==> config.mk <==
export PLATFORM = sky130hd
export DESIGN_NAME = axicb_decerr_slv
export DESIGN_NICKNAME = d
export VERILOG_FILES = /design/src/rtl/axicb_decerr_slv.sv
export SDC_FILE = /design/constraint.sdc
export NUM_CORES = 1
export LEC_CHECK = 0
export BUFFER_PORTS_ARGS = -buffer_cell sky130_fd_sc_hd__buf_4
export CAP_MARGIN = 20
export CORE_AREA = 2 2 120 87
export CTS_CLUSTER_DIAMETER = 100
export DETAILED_ROUTE_END_ITERATION = 7
export DIE_AREA = 0 0 122 89
export HOLD_SLACK_MARGIN = 0.15
export PLACE_DENSITY = 0.81
export SKIP_CTS_REPAIR_TIMING = 1
export SLEW_MARGIN = 20
export SYNTH_ARGS = -nofsm -noshare
export SYNTH_HDL_FRONTEND = slang
export SYNTH_SLANG_ARGS = --single-unit
==> constraint.sdc <==
create_clock -name aclk -period 2.5 [get_ports aclk]
set_input_delay 0.5 -clock aclk [delete_from_list [all_inputs] [get_ports aclk]]
set_output_delay 0.5 -clock aclk [all_outputs]
set_load 0.005 [all_outputs]
==> src/rtl/axicb_decerr_slv.sv <==
// Decode-error responder for the crossbar: swallows misrouted AXI4 requests and
// answers each one with a DECERR completion carrying its ID, in arrival order per direction.

module axicb_decerr_fifo #(
    parameter int WIDTH = 8,
    parameter int DEPTH = 4
) (
    input  logic             aclk,
    input  logic             arst,
    input  logic             push,
    input  logic [WIDTH-1:0] din,
    input  logic             pop,
    output logic [WIDTH-1:0] dout,
    output logic             full,
    output logic             empty
);
    localparam int PTR_W = $clog2(DEPTH);
    localparam logic [PTR_W:0] PTR_ONE = 1;

    logic [PTR_W:0]   wr_ptr;
    logic [PTR_W:0]   rd_ptr;
    logic [WIDTH-1:0] mem [DEPTH];

    // The extra pointer MSB tells full from empty when the indices coincide.
    always_ff @(posedge aclk or posedge arst) begin
        if (arst) begin
            wr_ptr <= '0;
            rd_ptr <= '0;
        end else begin
            if (push) wr_ptr <= wr_ptr + PTR_ONE;
            if (pop)  rd_ptr <= rd_ptr + PTR_ONE;
        end
    end

    always_ff @(posedge aclk) begin
        if (push) mem[wr_ptr[PTR_W-1:0]] <= din;
    end

    assign dout  = mem[rd_ptr[PTR_W-1:0]];
    assign empty = (wr_ptr == rd_ptr);
    assign full  = (wr_ptr[PTR_W] != rd_ptr[PTR_W]) &&
                   (wr_ptr[PTR_W-1:0] == rd_ptr[PTR_W-1:0]);
endmodule

module axicb_decerr_slv #(
    parameter int AXI_ID_W   = 8,
    parameter int AXI_DATA_W = 32,
    parameter int OSTD_NUM   = 4
) (
    input  logic                  aclk,
    input  logic                  arst,
    input  logic                  awvalid,
    output logic                  awready,
    input  logic [AXI_ID_W-1:0]   awid,
    input  logic                  wvalid,
    output logic                  wready,
    input  logic                  wlast,
    output logic                  bvalid,
    input  logic                  bready,
    output logic [AXI_ID_W-1:0]   bid,
    output logic [1:0]            bresp,
    input  logic                  arvalid,
    output logic                  arready,
    input  logic [AXI_ID_W-1:0]   arid,
    input  logic [7:0]            arlen,
    output logic                  rvalid,
    input  logic                  rready,
    output logic [AXI_ID_W-1:0]   rid,
    output logic [AXI_DATA_W-1:0] rdata,
    output logic [1:0]            rresp,
    output logic                  rlast
);
    typedef enum logic [1:0] {W_IDLE, W_DATA, W_RESP} w_state_t;
    typedef enum logic       {R_IDLE, R_DATA} r_state_t;

    w_state_t w_state, w_next;
    r_state_t r_state, r_next;

    logic                  aw_push, aw_pop, aw_full, aw_empty;
    logic [AXI_ID_W-1:0]   aw_head;
    logic                  ar_push, ar_pop, ar_full, ar_empty;
    logic [AXI_ID_W+7:0]   ar_head;
    logic [7:0]            head_len;
    logic [AXI_ID_W-1:0]   head_id;
    logic [7:0]            cnt;

    assign awready = !aw_full;
    assign arready = !ar_full;
    assign aw_push = awvalid && awready;
    assign ar_push = arvalid && arready;
    assign head_len = ar_head[AXI_ID_W +: 8];
    assign head_id  = ar_head[AXI_ID_W-1:0];
    assign bresp = 2'b11;
    assign rresp = 2'b11;
    assign rdata = '0;

    axicb_decerr_fifo #(.WIDTH(AXI_ID_W), .DEPTH(OSTD_NUM)) u_aw_fifo (
        .aclk(aclk), .arst(arst), .push(aw_push), .din(awid),
        .pop(aw_pop), .dout(aw_head), .full(aw_full), .empty(aw_empty)
    );

    axicb_decerr_fifo #(.WIDTH(AXI_ID_W + 8), .DEPTH(OSTD_NUM)) u_ar_fifo (
        .aclk(aclk), .arst(arst), .push(ar_push), .din({arlen, arid}),
        .pop(ar_pop), .dout(ar_head), .full(ar_full), .empty(ar_empty)
    );

    // Write path: W data is only taken once its AW sits at the FIFO head.
    always_ff @(posedge aclk or posedge arst) begin
        if (arst) w_state <= W_IDLE;
        else      w_state <= w_next;
    end

    always_comb begin
        w_next = w_state;
        case (w_state)
            W_IDLE:  if (!aw_empty)       w_next = W_DATA;
            W_DATA:  if (wvalid && wlast) w_next = W_RESP;
            W_RESP:  if (bready)          w_next = W_IDLE;
            default:                      w_next = W_IDLE;
        endcase
    end

    always_comb begin
        wready = 1'b0;
        bvalid = 1'b0;
        bid    = '0;
        aw_pop = 1'b0;
        case (w_state)
            W_DATA: wready = 1'b1;
            W_RESP: begin
                bvalid = 1'b1;
                bid    = aw_head;
                aw_pop = bready;
            end
            default: ;
        endcase
    end

    // Read path: one burst at a time, the head entry is retired on its last beat.
    always_ff @(posedge aclk or posedge arst) begin
        if (arst) r_state <= R_IDLE;
        else      r_state <= r_next;
    end

    always_comb begin
        r_next = r_state;
        case (r_state)
            R_IDLE:  if (!ar_empty)                 r_next = R_DATA;
            R_DATA:  if (rvalid && rready && rlast) r_next = R_IDLE;
            default:                                r_next = R_IDLE;
        endcase
    end

    always_comb begin
        rvalid = 1'b0;
        rid    = '0;
        rlast  = 1'b0;
        ar_pop = 1'b0;
        if (r_state == R_DATA) begin
            rvalid = 1'b1;
            rid    = head_id;
            rlast  = (cnt == head_len);
            ar_pop = rready && rlast;
        end
    end

    always_ff @(posedge aclk or posedge arst) begin
        if (arst)
            cnt <= '0;
        else if (r_state == R_IDLE && !ar_empty)
            cnt <= '0;
        else if (rvalid && rready && !rlast)
            cnt <= cnt + 8'd1;
    end
endmodule
Word-level counts from Yosys, hierarchy flattened
Memories as Yosys holds them, arrays and structs flattened. Cells that the tools add are included.

Flip-flop bits (word level): 23. Memory bits (writable): 96. Bits of input ports: 32. Word-level logic and storage cells: 65. Memories kept: 2.

Add/subtract/negate cells: 5. Eq/ne operators: 12. Multiplexer cells: 21. Bitwise operators: 1. Reductions and logical operators: 17.

Memories: u_ar_fifo.mem (depth 4, width 16, read ports 1, clocked after memory_dff 0, wr ports 1, line 22) `logic [WIDTH-1:0] mem [DEPTH];`; u_aw_fifo.mem (depth 4, width 8, read ports 1, clocked after memory_dff 0, wr ports 1, line 22).

Operators by type and width (count): $mux 8 (4); $add 3x1->3 const B (4); $mux 1 (12); $logic_and 1x1->1 (10); $add 8x1->8 const B (1); $eq 8x8->1 (1); $eq 3x3->1 (2); $mux 2 (3); $ne 2x2->1 const B (3); $pmux 2 s3 (1); $eq 2x2->1 (2); $logic_not 1->1 (4); $reduce_and 3->1 (1); $eq 2x1->1 const B (1); $eq 2x2->1 const B (1); $logic_not 2->1 (1); $ne 1x1->1 (2); $pmux 1 s2 (1); $reduce_bool 2->1 (1); $not 1->1 (1).

Depth between registers and ports, before layout
An unclocked memory read counts as a cell.

Word-level depth: 7. Depth in mapped cells: 10. Mapped depth without buffers: 7.

Modules after synthesis
A second synthesis with hierarchy kept.

Cell total of the unflattened synthesis: 325. Area total of the unflattened synthesis: 5361.4 um^2.

By module, submodules not included: axicb_decerr_fifo (u_ar_fifo) (instances 1, cells each 115, area an instance 2700.1 um^2, seq. area each 2072.0 um^2); axicb_decerr_fifo (u_aw_fifo) (instances 1, cells each 73, area an instance 1503.9 um^2, seq. area each 1111.1 um^2); axicb_decerr_slv (instances 1, cells each 137, area an instance 1157.4 um^2, seq. area each 275.3 um^2).

Least setup slack after synthesis
Ideal clock, no wire load.

Path kind: register -> output. From: reg u_ar_fifo.rd_ptr[0]. To: out rlast. Data arrival time: 1683 ps. Setup slack: 317 ps. Cell stages (with the launch flop): 8. Buffers on the path: 2. Cells stage by stage: dfrtp_1 > buf_6 > mux4_2 > xor2_1 > nor2_2 > o221ai_2 > nor2_2 > buf_6.

Cells in the longest elaborated chain, start to end: 3.

RTL lines: from (decl) (line 21) `logic [PTR_W:0] rd_ptr;`; from (signal assigned) (line 31) `if (pop) rd_ptr <= rd_ptr + PTR_ONE;`; $mem_v2 4x16; $eq 8x8->1 (line 162) `rlast = (cnt == head_len);`; $mux 1 (line 159) `if (r_state == R_DATA) begin`; to (decl) (line 71) `output logic rlast`.

Every way passes these cells.

Final worst setup path
From: reg u_ar_fifo.rd_ptr[1]. To: out rlast.

Same word-level chain as after synthesis.

==> results.py <==
metrics = {
    "outcome": {
        "status": "finished, violations left",
        "violations": "negative setup slack",
    },
    "routing": {
        "highest_layer": "met4",
        "first_pass_iters": 4,
        "wl_per_cell_um": 16.8,
        "totalWireLength_um": 9100,
        "drtIter0Drc": 168,
        "dr_wl_met3_um": 369,
        "ant_nets": 0,
        "num_vias": 2810,
        "drc": 0,
        "drt-met1-wl_um": 4240,
        "routed-wl-met2_um": 4420,
        "avgViaCountPerCell": 5.17,
    },
    "synth": {
        "ys_warn_count": 0,
        "synth_top_family_by_area": "multiplexers",
        "synth_common_cells": "edfxtp_1, buf_4, dfrtp_1",
        "synth_compound_area_share_pct": 3.94,
        "netlist_area_um2": 5340,
        "synthAdderAreaFrac_pct": 2.58,
        "yosys.area_share.simple_pct": 6.38,
        "synth-main-ff-cell": "edfxtp_1",
        "synth-edff-count": 96,
        "yosysTopAreaCellShare_pct": 54.0,
        "synthMostInstantiatedCell": "edfxtp_1",
        "synthTopCellsByArea": "edfxtp_1, dfrtp_1, mux4_2",
        "synth_xor_area_share_pct": 3.94,
        "synth_area_leader_cell": "edfxtp_1",
        "synth-async-reset-ratio_pct": 19.3,
        "ys_ff_latch": 119,
        "synth_mux_area_share_pct": 11.0,
        "yosysUniqueCellTypes": 43,
        "yosysSeqAreaShare_pct": 64.8,
        "syn_area_per_cell_um2": 16.2,
        "netlist_instances": 330,
    },
    "sta": {
        "fmax_mhz": 392,
        "tightestPinTransition_ns": 0.914,
        "finalHoldViolations": 0,
        "setup_ws_ns": -0.0530,
        "slew_violations": 0,
        "maxSlewHeadroom_pct": 39.0,
        "holdWs_ns": 0.153,
        "finalCriticalPeriod_ns": 2.55,
        "timing.final.crit_share_pct": 102,
        "final-setup-viol-count": 1,
        "finalClockSkew_ns": 0.00895,
        "rsz0062_at_grt": "true",
        "final.setup.tns_ns": -0.0530,
    },
    "placed_design": {
        "placed_cell_area_um2": 5740,
        "dp.cells": 506,
        "hpwl_um": 6130,
        "io_buffer_count": 53,
        "finalWeightedCongestion": 0.791,
        "dpl_worst_slack_ns": 0.235,
    },
    "clock_tree": {
        "cts_tree": "built",
        "numCtsBuffers": 17,
        "clk_latency_ns": 0.40,
        "clockBufferDepth": 2,
        "clock_sinks": 119,
        "h-tree-depth": 4,
        "clock-root-buffer": "clkbuf_16",
        "clk_pin_slew_ns": 0.05,
    },
    "critical_path": {
        "worstPathCellList": "buf_4, clkbuf_16, mux2i_1, mux2_2, o221ai_2, nor2_2, buf_4",
        "path_max_fanout": 12,
        "path_depth": 7,
        "max_stage_delay_ns": 0.42,
        "required_ns": 2.00,
        "critPathLaunchType": "flop",
        "crit_arrival_ns": 2.05,
        "critPathBufInv": 3,
        "path_class": "reg2out",
        "ff2ff_path_depth": 8,
        "crit_top_cell": "buf_4",
        "crit_slowest_cell": "dfrtp_2",
        "cp-end-kind": "primary output",
        "crit_family": "buffers and inverters",
    },
    "global_route": {
        "grt_pass1_wl_um": 14200,
        "grt_start_max_net_pins": 26,
        "overflow": 0,
        "antenna_found_initial": 0,
        "grt_pass1_vias": 2758,
        "grt_use_total_pct": 17.9,
    },
    "power_and_ir_drop": {
        "power.density_nw_per_um2": 1110,
        "max-vdd-ir-drop_v": 0.000674,
        "p_leak_nw": 2.48,
        "power_mw": 7.11,
    },
    "die": {
        "die_w_um": 122,
        "ios": 90,
        "dieArea_um2": 10900,
        "core_area_um2": 9570,
        "start_util_pct": 55.8,
        "fp-row-count": 30,
        "die_y_um": 89,
    },
    "cells_and_area": {
        "layoutNonFillerInstCount": 543,
        "nFillCells": 679,
        "final_area_um2": 6440,
        "diodes": 0,
        "syn_to_final_growth_pct": 20.6,
        "finalNetCount": 446,
        "finish.utilization_pct": 67.2,
        "drive_gt1_share_pct": 31.3,
    },
    "flow_run": {
        "drv_cap": 0,
    },
    "hold_path": {
        "min_path_type": "in2async",
    },
}
## worst paths after layout
check	start	endpoint	slack, ns
setup / recovery	u_ar_fifo.rd_ptr[1]	rlast	-0.05
hold / removal	arst	u_aw_fifo.rd_ptr[2]	0.15
setup reg to reg	u_ar_fifo.rd_ptr[1]	cnt[7]	0.17
hold reg to reg	w_state[1]	w_state[0]	0.45
max in group asynchronous	arst	u_ar_fifo.rd_ptr[0]	2.09
min in group aclk	awid[3]	u_aw_fifo.mem[3][3]	0.30
## registers in the layout, indices dropped and copies added (netlist names)
signal and cells:
u_ar_fifo.mem 64, u_aw_fifo.mem 32, cnt 8, u_ar_fifo.rd_ptr 3, u_ar_fifo.wr_ptr 3, u_aw_fifo.rd_ptr 3, u_aw_fifo.wr_ptr 3, w_state 2
r_state 1
## logic make-up after synthesis
logic type / after synthesis
DFF: 119
and+or+nand+nor: 58
buffers and inverters: 55
muxes: 35
AOI/OAI and AO/OA: 26
xor gates and xnor gates: 24
adders and majority gates: 11
other: 2
## cell usage in the layout (no fill, tap or decap), drive strengths merged, types with 9 or more instances in the layout
cell    Yosys  layout
mux2i      14      14
xor2       10      10
edfxtp     96      96
buf        44      66
conb        2      36
nand2      11      11
inv         8       9
ha         11      11
clkbuf      3      18
dfrtp      23      23
xnor2      14      14
and2       19      19
and3       10      10
mux4       18      18
## worst reg2reg max path: cells and delay by family, from the launching register on
kind / cells / cell delay, ns
simple gates: 1 / 0.50
buf+inv: 2 / 0.32
flops: 1 / 0.42
compound gates: 3 / 0.56
mux: 2 / 0.45
## routing by layer
| layer | vias to the layer above | global-route usage (%) |
|---|---|---|
| li1 | 1314 | - |
| met1 | 1420 | 24.2 |
| met2 | 69 | 28.0 |
| met3 | 7 | 6.63 |
| met4 | 0 | 4.39 |
| met5 | - | 0 |
## final cells by class
cell class | instances | area [µm²] | area share, %
clock buffer | 17 | 425 | 6.61
clock inverter | 14 | 183 | 2.84
inverter | 8 | 30.0 | 0.467
multi-input combinational | 190 | 1630 | 25.4
sequential | 119 | 3460 | 53.8
tap | 128 | 160 | 2.49
timing repair buffer | 67 | 544 | 8.46
## where the power goes
part	switching (mW)	internal, mW	leakage [nW]	total [mW]
Sequential	0.267	2.65	1.16	2.92
Clock	0.822	1.65	0.290	2.47
Combinational	0.863	0.861	1.02	1.72
Note: power is estimated with default switching activity, not from simulation.
